`config.mk`:
```
export PLATFORM = sky130hd
export DESIGN_NAME = generic_mul_pipe
export DESIGN_NICKNAME = d
export VERILOG_FILES = /design/src/rtl/generic_mul_pipe.sv
export SDC_FILE = /design/constraint.sdc
export NUM_CORES = 1
export LEC_CHECK = 0
export CAP_MARGIN = 20
export CORE_MARGIN = 2
export CORE_UTILIZATION = 50
export DETAILED_ROUTE_END_ITERATION = 10
export PLACE_DENSITY = 0.84
export RECOVER_POWER = 50
export REMOVE_ABC_BUFFERS = 1
export SYNTH_ARGS = -nofsm -noshare
export SYNTH_HDL_FRONTEND = slang
export SYNTH_SLANG_ARGS = --single-unit
export TNS_END_PERCENT = 20
```
`constraint.sdc`:
```
create_clock -name in_clock -period 1.8 [get_ports in_clock]
set_input_delay 0.18 -clock in_clock [delete_from_list [all_inputs] [get_ports in_clock]]
set_output_delay 0.18 -clock in_clock [all_outputs]
set_load 0.05 [all_outputs]
```
`src/rtl/generic_mul_pipe.sv`:
```
// -----------------------------------------------------------------------------
// generic_mul_pipe
//   Multi-lane, pipelined GF(2^N) multiplier with valid/ready flow control.
//   Each beat carries an op (MUL, SQR, MAC, reserved = MUL) that applies to all
//   lanes. Products are formed on entry and carried through STAGES register
//   slots. The accumulator is XORed in at the output, so back-to-back MAC beats
//   see the value committed by the previous beat's handshake.
//
//   Field per lane:
//     BIT_WIDTH=1 : GF(2), c = a & b
//     BIT_WIDTH=2 : GF(4), polynomial basis mod x^2+x+1
//     BIT_WIDTH=4 : GF(16) as a tower over GF(4), y^2 = y + phi, phi = 2'b10
//
// Ports:
//   in_clock      clock, rising edge
//   in_reset_n    asynchronous active-low reset
//   in_valid      input beat valid
//   out_in_ready  block accepts a beat this cycle
//   in_op         00 MUL, 01 SQR, 10 MAC, 11 reserved (MUL)
//   in_acc_clr    MAC only: use zero instead of the accumulator
//   in_a, in_b    operands, lane i at [i*BIT_WIDTH +: BIT_WIDTH]
//   out_valid     result beat valid
//   in_out_ready  downstream accepts the result
//   out_c         result, same lane packing as the operands
// -----------------------------------------------------------------------------
module generic_mul_pipe #(
    parameter int BIT_WIDTH = 4,
    parameter int LANES     = 4,
    parameter int STAGES    = 2
) (
    input  logic                       in_clock,
    input  logic                       in_reset_n,
    input  logic                       in_valid,
    output logic                       out_in_ready,
    input  logic [1:0]                 in_op,
    input  logic                       in_acc_clr,
    input  logic [LANES*BIT_WIDTH-1:0] in_a,
    input  logic [LANES*BIT_WIDTH-1:0] in_b,
    output logic                       out_valid,
    input  logic                       in_out_ready,
    output logic [LANES*BIT_WIDTH-1:0] out_c
);

    localparam int DW   = LANES * BIT_WIDTH;
    localparam int LAST = STAGES - 1;

    // MUL (2'b00) and reserved (2'b11) need no decode: anything not SQR uses
    // in_b, anything not MAC ignores the accumulator.
    localparam logic [1:0] OP_SQR = 2'b01;
    localparam logic [1:0] OP_MAC = 2'b10;

    generate
        if (!(BIT_WIDTH == 1 || BIT_WIDTH == 2 || BIT_WIDTH == 4)) begin : g_bad_width
            $error("generic_mul_pipe: BIT_WIDTH must be 1, 2 or 4");
        end
        if (LANES < 1 || LANES > 16) begin : g_bad_lanes
            $error("generic_mul_pipe: LANES must be in 1..16");
        end
        if (STAGES < 1 || STAGES > 4) begin : g_bad_stages
            $error("generic_mul_pipe: STAGES must be in 1..4");
        end
    endgenerate

    // GF(4) product, polynomial basis mod x^2+x+1.
    function automatic logic [1:0] gf4_mul(input logic [1:0] a, input logic [1:0] b);
        logic t;
        t = a[1] & b[1];
        return {t ^ (a[1] & b[0]) ^ (a[0] & b[1]), t ^ (a[0] & b[0])};
    endfunction

    // GF(16) product in the tower representation {ah, al}.
    function automatic logic [3:0] gf16_mul(input logic [3:0] a, input logic [3:0] b);
        logic [1:0] hh;
        hh = gf4_mul(a[3:2], b[3:2]);
        return {hh ^ gf4_mul(a[3:2], b[1:0]) ^ gf4_mul(a[1:0], b[3:2]),
                gf4_mul(hh, 2'b10) ^ gf4_mul(a[1:0], b[1:0])};
    endfunction

    // Operands are widened to 4 bits so every branch is legal for every width.
    function automatic logic [BIT_WIDTH-1:0] lane_mul(input logic [BIT_WIDTH-1:0] a,
                                                      input logic [BIT_WIDTH-1:0] b);
        logic [3:0] a4, b4, r;
        a4 = 4'(a);
        b4 = 4'(b);
        case (BIT_WIDTH)
            1:       r = {3'b000, a4[0] & b4[0]};
            2:       r = {2'b00, gf4_mul(a4[1:0], b4[1:0])};
            default: r = gf16_mul(a4, b4);
        endcase
        return r[BIT_WIDTH-1:0];
    endfunction

    // Pipeline slots: index 0 is loaded from the input, LAST drives the output.
    logic          slot_valid [STAGES];
    logic [1:0]    slot_op    [STAGES];
    logic          slot_clr   [STAGES];
    logic [DW-1:0] slot_prod  [STAGES];

    logic [DW-1:0] acc;
    logic [DW-1:0] b_eff;
    logic [DW-1:0] prod;
    logic [DW-1:0] acc_term;
    logic          adv;

    // A single advance enable moves every slot together; bubbles are kept so
    // latency is always STAGES advancing cycles.
    assign out_valid    = slot_valid[LAST];
    assign adv          = in_out_ready | ~out_valid;
    assign out_in_ready = adv;

    // NOTE: every always_comb output gets a default first so no path infers a latch.
    always_comb begin
        b_eff = (in_op == OP_SQR) ? in_a : in_b;
        prod  = '0;
        for (int i = 0; i < LANES; i++) begin
            prod[i*BIT_WIDTH +: BIT_WIDTH] = lane_mul(in_a[i*BIT_WIDTH +: BIT_WIDTH],
                                                      b_eff[i*BIT_WIDTH +: BIT_WIDTH]);
        end
    end

    // NOTE: state is updated with non-blocking assignments so slot i reads the
    // pre-edge contents of slot i-1.
    always_ff @(posedge in_clock or negedge in_reset_n) begin
        if (!in_reset_n) begin
            // NOTE: slot data is reset too, not just the valid bits, so out_c
            // reads zero straight out of reset.
            for (int i = 0; i < STAGES; i++) begin
                slot_valid[i] <= 1'b0;
                slot_op[i]    <= 2'b00;
                slot_clr[i]   <= 1'b0;
                slot_prod[i]  <= '0;
            end
        end else if (adv) begin
            slot_valid[0] <= in_valid;
            slot_op[0]    <= in_op;
            slot_clr[0]   <= in_acc_clr;
            slot_prod[0]  <= prod;
            for (int i = 1; i < STAGES; i++) begin
                slot_valid[i] <= slot_valid[i-1];
                slot_op[i]    <= slot_op[i-1];
                slot_clr[i]   <= slot_clr[i-1];
                slot_prod[i]  <= slot_prod[i-1];
            end
        end
    end

    // Accumulator is folded in at the output; out_c is forced to zero when the
    // last slot holds no beat.
    always_comb begin
        acc_term = '0;
        if (slot_op[LAST] == OP_MAC && !slot_clr[LAST]) begin
            acc_term = acc;
        end
        out_c = slot_valid[LAST] ? (slot_prod[LAST] ^ acc_term) : '0;
    end

    // Commit only on an output handshake of a MAC beat, so a stalled beat
    // cannot feed its own result back into itself.
    always_ff @(posedge in_clock or negedge in_reset_n) begin
        if (!in_reset_n) begin
            acc <= '0;
        end else if (out_valid && in_out_ready && slot_op[LAST] == OP_MAC) begin
            acc <= out_c;
        end
    end

endmodule

```
* After elaboration in Yosys (flattened, before gate mapping)
Cells that the tools add are included. W data, S select, Z words.
Word-level totals: register bits 56, input bits 39, output and inout port bits 18
Operators by class: equality and inequality tests 2, muxes and demuxes 3, bitwise operators 131, reduce and logical (&&, ||, !) cells 4
Operators with widths (number):
- $and A1 B1 Y1 | 64
- $xor A1 B1 Y1 | 52
- $mux W16 | 3
- $xor A2 B2 Y2 | 12
- $xor A16 B16 Y16 | 1
- $logic_and A1 B1 Y1 | 3
- $eq A2 B1 Y1 const B | 1
- $eq A2 B2 Y1 const B | 1
- $logic_not A1 Y1 | 1
- $not A1 Y1 | 1
- $or A1 B1 Y1 | 1

* Depth between registers and ports, before layout
depth after elaboration 7, mapped depth 9, depth with buffers taken out 6

* Worst setup path before layout
OpenSTA, ideal clock, no wires.
kind reg2reg, from reg slot_op[0] (netlist bit), to reg acc[10], library setup time 0.070 ns, arrival 2.416 ns, path slack -0.686 ns, cell stages (with the launch flop) 7, path buffers 1, cells stage by stage dfrtp_1 nor3b_1 clkbuf_1 nand2_1 xor2_1 nor2b_1 mux2_2
On the way: word-level cells in the longest chain between the ends 5, elaborated cells on any way between the ends 6, classes of those cells eq/ne: 1; mux: 2; bitwise: 1; reduce/logical: 2
RTL lines:
- from (decl) | RTL line 95 | logic [1:0] slot_op [STAGES];
- from (signal, indexed assignment) | RTL line 140 | slot_op[i] <= slot_op[i-1];
- $eq A2 B2 Y1 | RTL line 151 | if (slot_op[LAST] == OP_MAC && !slot_clr[LAST]) begin
- $logic_and A1 B1 Y1 | RTL line 151
- $mux W16 | RTL line 151
- $xor A16 B16 Y16 | RTL line 154 | out_c = slot_valid[LAST] ? (slot_prod[LAST] ^ acc_term) : '0;
- $mux W16 | RTL line 154
- named net out_c[10] | RTL line 41 | output logic [LANES*BIT_WIDTH-1:0] out_c
- to (signal assigned) | RTL line 163 | acc <= out_c;
- to (decl) | RTL line 99 | logic [DW-1:0] acc;
The timed path passes the listed nets, and every way through them passes these cells. A chain may end at the register's enable or synchronous reset.

* Worst setup path after layout
from reg slot_op[0] (netlist bit), to out out_c[10]
On the way: word-level cells in the longest chain between the ends 5
RTL lines (RTL line):
- $eq A2 B2 Y1 | 151
- $logic_and A1 B1 Y1 | 151
- $mux W16 | 151
- $xor A16 B16 Y16 | 154
- $mux W16 | 154
- to (decl) | 41
Every way passes these cells.

==> out/qor.yml <==
status: "complete, but fails checks"
failed_checks: "negative setup slack"
antenna-diode-count: 0
timing.setup.critical_path_class: "reg -> out"
peak_ir_drop_on_the_vdd_network_uv: 419
cap_viol_max_count: 0
synth.yosys.seq_area_share_pct: 35.8
fillCellCount: 511
finalCritPeriodShare_pct: 115
endpoint_kind: "output port"
timing.critical_path.arrival_ps: 1880
ys_warn_count: 0
drt-met1-wl_um: 4470
finalSetupViolCount: 17
die_height_um: 92.5
hold_violation_count_in_the_final_report: 0
drt-initial-drc-count: 205
starting_density_of_the_core_pct: 51.2
total_cts_buffers: 5
hold_path_startpoint: "in_op[1]"
achievable-frequency_mhz: 485
cts.clk_slew.worst_paths_ps: 100
placementRows: 32
worst_reg2reg_path_startpoint: "slot_op[0]"
met3RoutedLength_um: 371
synthesis.area_sq_um: 3920
drcViolationCount: 0
synth_enable_flop_cells: 0
finClkSkew_ps: 12.5
timing.final.crit_period_ps: 2060
core_region_sq_um: 7650
wire_per_inst_um: 14.6
totalPowerFinal_mw: 5.46
crit_required_ps: 1620
postSynthRegisterBits: 56
io_pins: 57
synth_top_flop_cell: "dfrtp_1"
post-dp-hpwl_um: 7090
worstSetupStartpoint: "slot_op[0]"
chipWidth_um: 92.5
synthesis.instances: 466
fin_nets: 626
die-area_sq_um: 8560
finalWeightedCongestion: 0.875
cts_tree: "yes"
max-slew-margin-rel_pct: 24.8
synthDistinctLibCells: 51
cts.path.max_buffers: 2
worst-slew-pin-transition_ps: 1130
setup_repair_after_global_routing_missed_its_margin: "true"
antenna_violating_nets_post_route: 0
power.static_leakage_nw: 2.65
multi_input_comb_area_sq_um: 2500
detailroute.wirelength.met2_um: 5110
grt_start_max_net_pins: 36
syn-mean-instance-area_sq_um: 8.41
maxSlewViolCount: 0
routed_wl_um: 10100
via_per_instance_ratio: 5.46
power.density_cell_area_nw_per_um2: 974
async_flop_share_pct: 100
pre_antenna_drt_iters: 5
cts_max_level: 2
dp_worst_setup_slack_ps: -671
critical_path.max_fanout: 8
area_delta_synth_final_pct: 43.2
critPathLaunchType: "register"
clk_sink_count: 56
area.sequential_sq_um: 1400
clock_insertion_delay_worst_skew_ps: 320
grt_pass1_vias: 3785
grt_util_all_layers_pct: 24.5
grt-ovfl-total: 0
dr.max_layer_used: "met4"
io_buffers: 56
holdCritPathClass: "in -> reg"
setup_ws_ps: -264
antenna_found_initial: 0
root_buffer: "clkbuf_8"
routed-via-count: 3765
wire_length_of_the_first_global_routing_pass_um: 17200
final_layout_size_suffix_gt1_share_pct: 31.3
## routing by layer
layer	vias up	track usage (%)
li1	1825	-
met1	1833	31.9
met2	96	44.0
met3	11	2.36
met4	0	5.72
met5	-	0
## final cells by class
type	instances	area share, %
Tap cell	102	2.27
Multi-Input combinational cell	367	44.6
Timing Repair Buffer	142	24.8
Sequential cell	56	25.0
Clock buffer	7	1.72
Clock inverter	1	0.535
Inverter	15	1.00
## registers in the layout (all words and copies together) (netlist names)
signal      flops
acc            16
out_valid       1
slot_clr        2
slot_op         4
slot_prod      32
slot_valid      1
## worst paths after layout
check / end / cells past startpoint / slack, ps
min in group asynchronous: slot_op[2] / 2 / 590
max reg2reg: acc[10] / 8 / -160
min: slot_op[3] / 4 / 210
min reg2reg: slot_prod[2] / 2 / 470
max: out_c[10] / 6 / -260
max in group asynchronous: acc[1] / 3 / 170
## power by group
group          switching (mW)  internal [mW]  total, mW
registers               0.303           1.67       1.97
logic                    1.32           1.28       2.60
clock network           0.399          0.491      0.891
## synth_stat cells (2+ instances only)
library cell	number	area, sq um
a211oi_1	3	22.5
a21o_1	2	15.0
a21oi_1	17	85.1
a221o_1	3	30.0
a22oi_1	3	22.5
a2bb2oi_1	2	17.5
buf_2	10	50.1
clkbuf_1	16	60.1
dfrtp_1	56	1400
inv_1	15	56.3
mux2_2	19	214
mux2i_1	17	170
nand2_1	125	469
nand2b_1	7	43.8
nand3_1	4	20.0
nand4bb_1	3	33.8
nor2_1	10	37.5
nor2b_1	24	150
nor3_1	6	30.0
nor4_1	3	18.8
nor4b_1	3	26.3
o211a_1	3	30.0
o211ai_1	4	30.0
o21a_1	2	15.0
o21ai_0	21	105
o22ai_1	5	31.3
o2bb2ai_1	2	17.5
o31a_1	3	26.3
o31ai_1	5	37.5
or3b_2	5	43.8
or4_1	3	22.5
xnor2_1	26	228
xor2_1	21	184
## critical path, cell delays in order, from the launching register on
cell and delay (ps):
dfrtp_1 440, nor3b_4 290, buf_6 210, nand2_2 70, xor2_1 160, nor2b_2 220
buf_12 170
## cell usage in the layout (no fill, tap or decap), types with 4 or more instances in the layout
cell,count
dlymetal6s2s_1,7
mux2_2,19
clkbuf_8,7
mux2i_1,12
inv_1,15
xor2_1,18
nand3_1,4
o31ai_1,4
o22ai_1,5
dfrtp_1,56
nand2b_1,6
or3b_2,4
o211ai_1,4
buf_12,18
a21oi_1,17
xnor2_1,26
nand2_2,5
nand2_1,118
nor3_1,5
nor2_1,10
clkdlybuf4s50_1,25
mux2i_2,5
nor2b_1,7
buf_4,83
o21ai_0,18
nor2b_2,15
## through the flow
stage          TNS [ps]  util, %  cell area (sq um)  hold WS, ps  std cells
2_1_floorplan   -101340        -               3780         -116        438
3_3_place_gp      -7130     68.6               5250          173        675
3_5_place_dp      -8160     68.6               5250          172        675
4_1_cts           -2600     72.1               5510          349        687
5_1_grt           -7970     73.4               5610          225        690
6_report          -3510     73.4               5610          214        690
## timing repair
item                                   4_1_cts  5_1_grt
gates cloned                                 1        0
hold buffers                                 1        0
endpoints found under the hold margin       21        0
setup endpoints to repair                   31       27
buffers inserted                             2        3
pin swaps                                    5        4
gates resized for setup                     45       28
## cells by family (layout without fill, tap and decap cells)
logic type	after synthesis	after routing	synth area share, %
AND/OR/NAND/NOR	201	201	24.6
AO/OA/AOI/OAI	83	83	14.3
XOR/XNOR	47	47	10.5
flip-flops	56	56	35.8
multiplexers	36	36	9.80
buffers and inverters	43	165	5.04
Power figures use the tool's default switching activity.
==> variant 1 (config.mk and constraints unchanged) <==
Change the parameter `STAGES` from 2 to 1.
--- a/src/rtl/generic_mul_pipe.sv
+++ b/src/rtl/generic_mul_pipe.sv
@@ -26,7 +26,7 @@
 module generic_mul_pipe #(
     parameter int BIT_WIDTH = 4,
     parameter int LANES     = 4,
-    parameter int STAGES    = 2
+    parameter int STAGES    = 1
 ) (
     input  logic                       in_clock,
     input  logic                       in_reset_n,
Formal check against the unedited RTL: not equivalent (Yosys sat finds a counterexample within 4 cycles, from zero or initial values and one cycle with in_reset_n low).
==> variant 1 against the original RTL <==
The run still ends with negative setup slack left. Area after synthesis decreased by 19%. Non-clock buffer count rose by 5. Wire length increased by 1.4%. Sequential cell count fell by 20. Worst setup slack lost 0.12 ns. Design area decreased by 13%. Combinational power is 19% lower. Power decreased by 27%. Clock skew increased by 0.0010 ns. Worst hold slack gained 0.20 ns. Die area fell by 18%. Fmax fell by 5.4%. Critical path type unchanged. Largest cell class unchanged. Largest power group unchanged.
==> variant 1: results (changes against the original RTL) <==
Outcome
  • Status: finished, violations left
  • Failing checks: negative setup slack

GRT
  • Number of global-route vias before repair: 3,607 (-4.7%)
  • GR Util met2: 56.1% (+12 points)
  • Routing usage on met3: 4.65% (+2.3 points)
  • Largest net degree at the start of global routing: 24 (-33%)
  • Met1 Usage GRT: 28.8% (-3.0 points)
  • First-pass GRT wire length: 16.2 mm (-6.2%)
  • Total GRT Usage: 28.1% (+3.6 points)

Route
  • Initial DRC Count: 200 (-2.4%)
  • Vias: 3,479 (-7.6%)
  • Vias/cell: 5.86 (+7.3%)
  • Total Wirelength: 10.2 mm (+1.4%)

Yosys
  • Register area share after synthesis: 28.2% (-7.5 points)
  • Async set-reset flop share out of synthesis: 100% (unchanged)
  • Compound-Gate Fraction of Synth Area: 17.9% (+3.6 points)
  • Main area contributors after synthesis: dfrtp_1 (28%), nand2_1 (7.8%), xnor2_1 (6.9%)
  • Syn Area/Cell: 8.27 µm² (-1.6%)
  • Adder-cell share of the synthesized area: 0% (unchanged)
  • Post-Synth XOR/XNOR Area: 12.6% (+2.1 points)
  • Mux contribution to synthesized area: 12.3% (+2.5 points)
  • Synth cell types: 52 (+2.0%)
  • Most common library cells after synthesis: nand2_1 (66), dfrtp_1 (36), xnor2_1 (25), nor2b_1 (24), xor2_1 (21)

Timing
  • Setup Skew: 0.0135 ns (+0.00102 ns)
  • Worst slew pin tran: 1.26 ns (+0.128 ns)
  • Setup WS post-layout: -0.382 ns (-0.118 ns)
  • Setup TNS: -4.64 ns (-1.13 ns)
  • Final Setup Violations: 21 (+4)

Power and ir drop
  • VDD IR max: 0.690 mV (+64%)
  • Leak: 2.23 nW (-16%)

Placement
  • Gpl congestion: 0.852 (-2.6%)
  • Placed cell areas: 0.00453 mm² (-14%)
  • Placed insts: 580 (-14%)
  • DP Wirelength: 6.92 mm (-2.4%)
  • Worst setup slack after placement: -0.675 ns (-0.00404 ns)

Setup path
  • Arrival time at the worst endpoint: 2.00 ns (+0.12 ns)
  • Peak fanout along the critical path: 7 (-1)
  • Critical path's largest stage delay: 0.46 ns (+0.02 ns)
  • CP top delay family: simple AND/OR/NAND/NOR gates

Layout
  • Antenna diodes: 0 (unchanged)
  • Fin nets: 555 (-11%)
  • Largest registers: acc: 16 flops, slot_prod: 16 flops, slot_op: 2 flops
  • Layout cells sized above 1: 35.6% (+4.3 points)

Clocking
  • H-tree depth: 2 (unchanged)
  • Clk pin slew, worst setup/hold paths: 0.08 ns (-0.02 ns)
  • Max Buffers Root-to-Sink: 2 (unchanged)

Min path
  • Min-Delay Path Class: in2reg
==> variant 1: worst min-delay path: stages <==
cell and delay, ns:
dlygate4sd2_1 0.25, buf_4 0.14, nand2_1 0.06, nand2_1 0.06
==> variant 1: cell families after synthesis <==
| group | count (synthesis) |
|---|---|
| AO/OA/AOI/OAI | 86 |
| XOR/XNOR | 46 |
| buffers and inverters | 40 |
| flip-flops | 36 |
| AND/OR/NAND/NOR | 142 |
| multiplexers | 36 |
==> variant 1: worst paths after layout <==
path | from | end | slack (ns) | cells past startpoint
setup / recovery | slot_clr | out_c[0] | -0.38 | 6
max in group asynchronous | in_reset_n | acc[8] | 0.28 | 3
setup reg to reg | slot_clr | acc[5] | -0.03 | 6
hold / removal | in_op[1] | slot_op[1] | 0.41 | 4
hold reg to reg | acc[14] | acc[14] | 0.52 | 1
min in group asynchronous | in_reset_n | acc[12] | 0.65 | 2
==> variant 1: area by class of cell <==
type,count,area (µm²)
multi-input combinational,310,2320
timing repair buffer,147,1430
fill,389,1370
sequential,36,901
inverter,16,60.1
clock buffer,6,82.6
tap,77,96.3
clock inverter,2,13.8
==> variant 1: per-layer routing <==
| metal | share of wire (%) | routed length (µm) |
|---|---|---|
| met1 | 37 | 3770 |
| met2 | 55 | 5670 |
| met3 | 4.3 | 439 |
| met4 | 3.4 | 343 |
| met5 | 0 | 0 |
==> variant 1: where the power goes <==
part	internal (mW)	switching (mW)	total (mW)
combinational	1.05	1.06	2.10
clock	0.313	0.333	0.646
sequential	1.06	0.195	1.26
==> variant 1: what timing repair did <==
item	CTS	global route
cloned	1	0
endpoints found under the setup margin	26	28
setup buffers	4	0
resized for setup	39	31
hold endpoints to repair	21	0
hold buffers	1	0
pin swaps	4	5
==> variant 2 (same flow settings) <==
Without the edit above. Make the reset (`in_reset_n`) synchronous in 2 clocked blocks. Comments in the files are not updated.
--- a/src/rtl/generic_mul_pipe.sv
+++ b/src/rtl/generic_mul_pipe.sv
@@ -120,7 +120,7 @@
 
     // NOTE: state is updated with non-blocking assignments so slot i reads the
     // pre-edge contents of slot i-1.
-    always_ff @(posedge in_clock or negedge in_reset_n) begin
+    always_ff @(posedge in_clock) begin
         if (!in_reset_n) begin
             // NOTE: slot data is reset too, not just the valid bits, so out_c
             // reads zero straight out of reset.
@@ -156,7 +156,7 @@
 
     // Commit only on an output handshake of a MAC beat, so a stalled beat
     // cannot feed its own result back into itself.
-    always_ff @(posedge in_clock or negedge in_reset_n) begin
+    always_ff @(posedge in_clock) begin
         if (!in_reset_n) begin
             acc <= '0;
         end else if (out_valid && in_out_ready && slot_op[LAST] == OP_MAC) begin
Formal check against the unedited RTL: differs if in_reset_n is asserted again (counterexample within 4 cycles, from zero or initial values and one cycle with in_reset_n low); with in_reset_n held inactive, the same outputs for 10 cycles.
==> variant 2 against the original RTL <==
The flow still finishes with violations (negative setup slack). Sequential cell count stayed put. Area after synthesis is 0.80% higher. Final cell count is 1.2% lower. Worst setup slack better by 0.079 ns. Design area is 2.3% higher. Wire length is 0.41% lower. Via count is 0.48% lower. Largest cell class unchanged.
Power is not compared: it rests on default switching activity, and its combinational part moved more than twofold at a synthesized area within 25%.
==> variant 2: results (changes against the original RTL) <==
Outcome
  • Status: finished, violations left
  • Failing checks: negative setup slack

Timing
  • Setup WS post-layout: -0.185 ns (+0.0789 ns)
  • WHS: 0.469 ns (+0.256 ns)
  • Worst slew pin tran: 0.531 ns (-0.597 ns)
  • Final Setup Violations: 20 (+3)
  • Setup Skew: 0.00865 ns (-0.00384 ns)

Layout
  • Comb_multi_in: 348 (-5.2%)
  • ClkCell Share: 1.85% (-0.40 points)
  • Inverters: 14 (-1)
  • Fillers: 560 (+9.6%)
  • Final-layout clock buffer total: 6 (-1)
  • Non-CTS buffers: 154 (+8.5%)
  • Data buffer area share: 26.5% (+1.7 points)
  • FFs & Latches: 56 (unchanged)
  • Seq. cell area: 0.00152 mm² (+8.6%)
  • Area of the multi-input gates: 0.00241 mm² (-3.8%)
  • Fin nets: 618 (-1.3%)
  • Layout cells sized above 1: 29.3% (-2.0 points)

Yosys
  • Post-Synth XOR/XNOR Area: 10.4% (-0.15 points)
  • Synth cell types: 48 (-5.9%)
  • Post-synth EDFFs: 40 (+40)
  • Compound-Gate Fraction of Synth Area: 17.7% (+3.4 points)
  • Async set-reset flop share out of synthesis: 0% (-100 points)
  • Ys flop type: edfxtp_1
  • Main area contributors after synthesis: edfxtp_1 (30%), xnor2_1 (8.4%), dfxtp_1 (8.1%)
  • Mux contribution to synthesized area: 6.05% (-3.8 points)
  • Most common library cells after synthesis: nand2_1 (81), edfxtp_1 (40), xnor2_1 (38), clkbuf_1 (27)
  • Register area share after synthesis: 38.5% (+2.8 points)

Min path
  • Min-Delay Path Class: reg2reg
  • Hold Path Depth: 2 (-2)

GRT
  • GR Util met2: 40.2% (-3.8 points)
  • Total GRT Usage: 22.5% (-2.0 points)
  • Largest net degree at the start of global routing: 41 (+14%)
  • First-pass GRT wire length: 15.8 mm (-8.1%)
  • Met1 Usage GRT: 28.0% (-3.8 points)
  • Number of global-route vias before repair: 3,563 (-5.9%)

Route
  • DRT Pass-1 Iters: 4 (-1)
  • Wire length on met2: 5.25 mm (+2.9%)
  • Total Wirelength: 10.0 mm (-0.41%)
  • Initial DRC Count: 233 (+14%)
  • Met1 wire length: 4.20 mm (-6.1%)
  • Vias: 3,747 (-0.48%)
  • Met3 Routed Length: 442 µm (+19%)

Setup path
  • CP max-delay cell: edfxtp_1
  • Arrival time at the worst endpoint: 1.80 ns (-0.08 ns)
  • Peak fanout along the critical path: 8 (unchanged)
  • Reg2Reg Setup Slack: 0.10 ns (+0.26 ns)

Placement
  • Placed cell areas: 0.00540 mm² (+2.9%)
  • Port Buffers: 56 (unchanged)
  • Gpl congestion: 0.929 (+6.2%)
  • DP Wirelength: 7.17 mm (+1.0%)

Clocking
  • Post-CTS Resized: 27 (-40%)
  • Hold-fix buffers, CTS: 0 (-1)

Power and ir drop
  • VDD IR max: 0.346 mV
-- variant 2: where the power goes --
group          internal, mW  switching [mW]
sequential             1.51          0.0482
combinational         0.582           0.500
clock                 0.356           0.394
-- variant 2: per-stage QoR --
stage                     util, %  instances  worst slack (ns)  setup TNS [ns]
final                        74.6        682            -0.185           -2.28
after global routing         74.6        682            -0.235           -3.79
after CTS                    72.9        678            -0.133           -1.21
after detailed placement     70.3        668            -0.596           -7.48
after global placement       70.3        668            -0.557           -6.94
after floorplan                 -        418            -0.826          -51.74
-- variant 2: path summary, 6_finish.rpt --
path                       from        end
hold / removal           acc[9]     acc[9]
hold reg to reg          acc[9]     acc[9]
setup reg to reg  slot_op[0][2]     acc[6]
setup / recovery  slot_op[0][2]  out_c[10]
-- variant 2: worst max-delay path: cells and delay by family (launching register included) --
| family | cells | cell delay [ns] |
|---|---|---|
| simple gates | 3 | 0.56 |
| buf+inv | 2 | 0.32 |
| xor+xnor | 1 | 0.17 |
| flops | 1 | 0.45 |
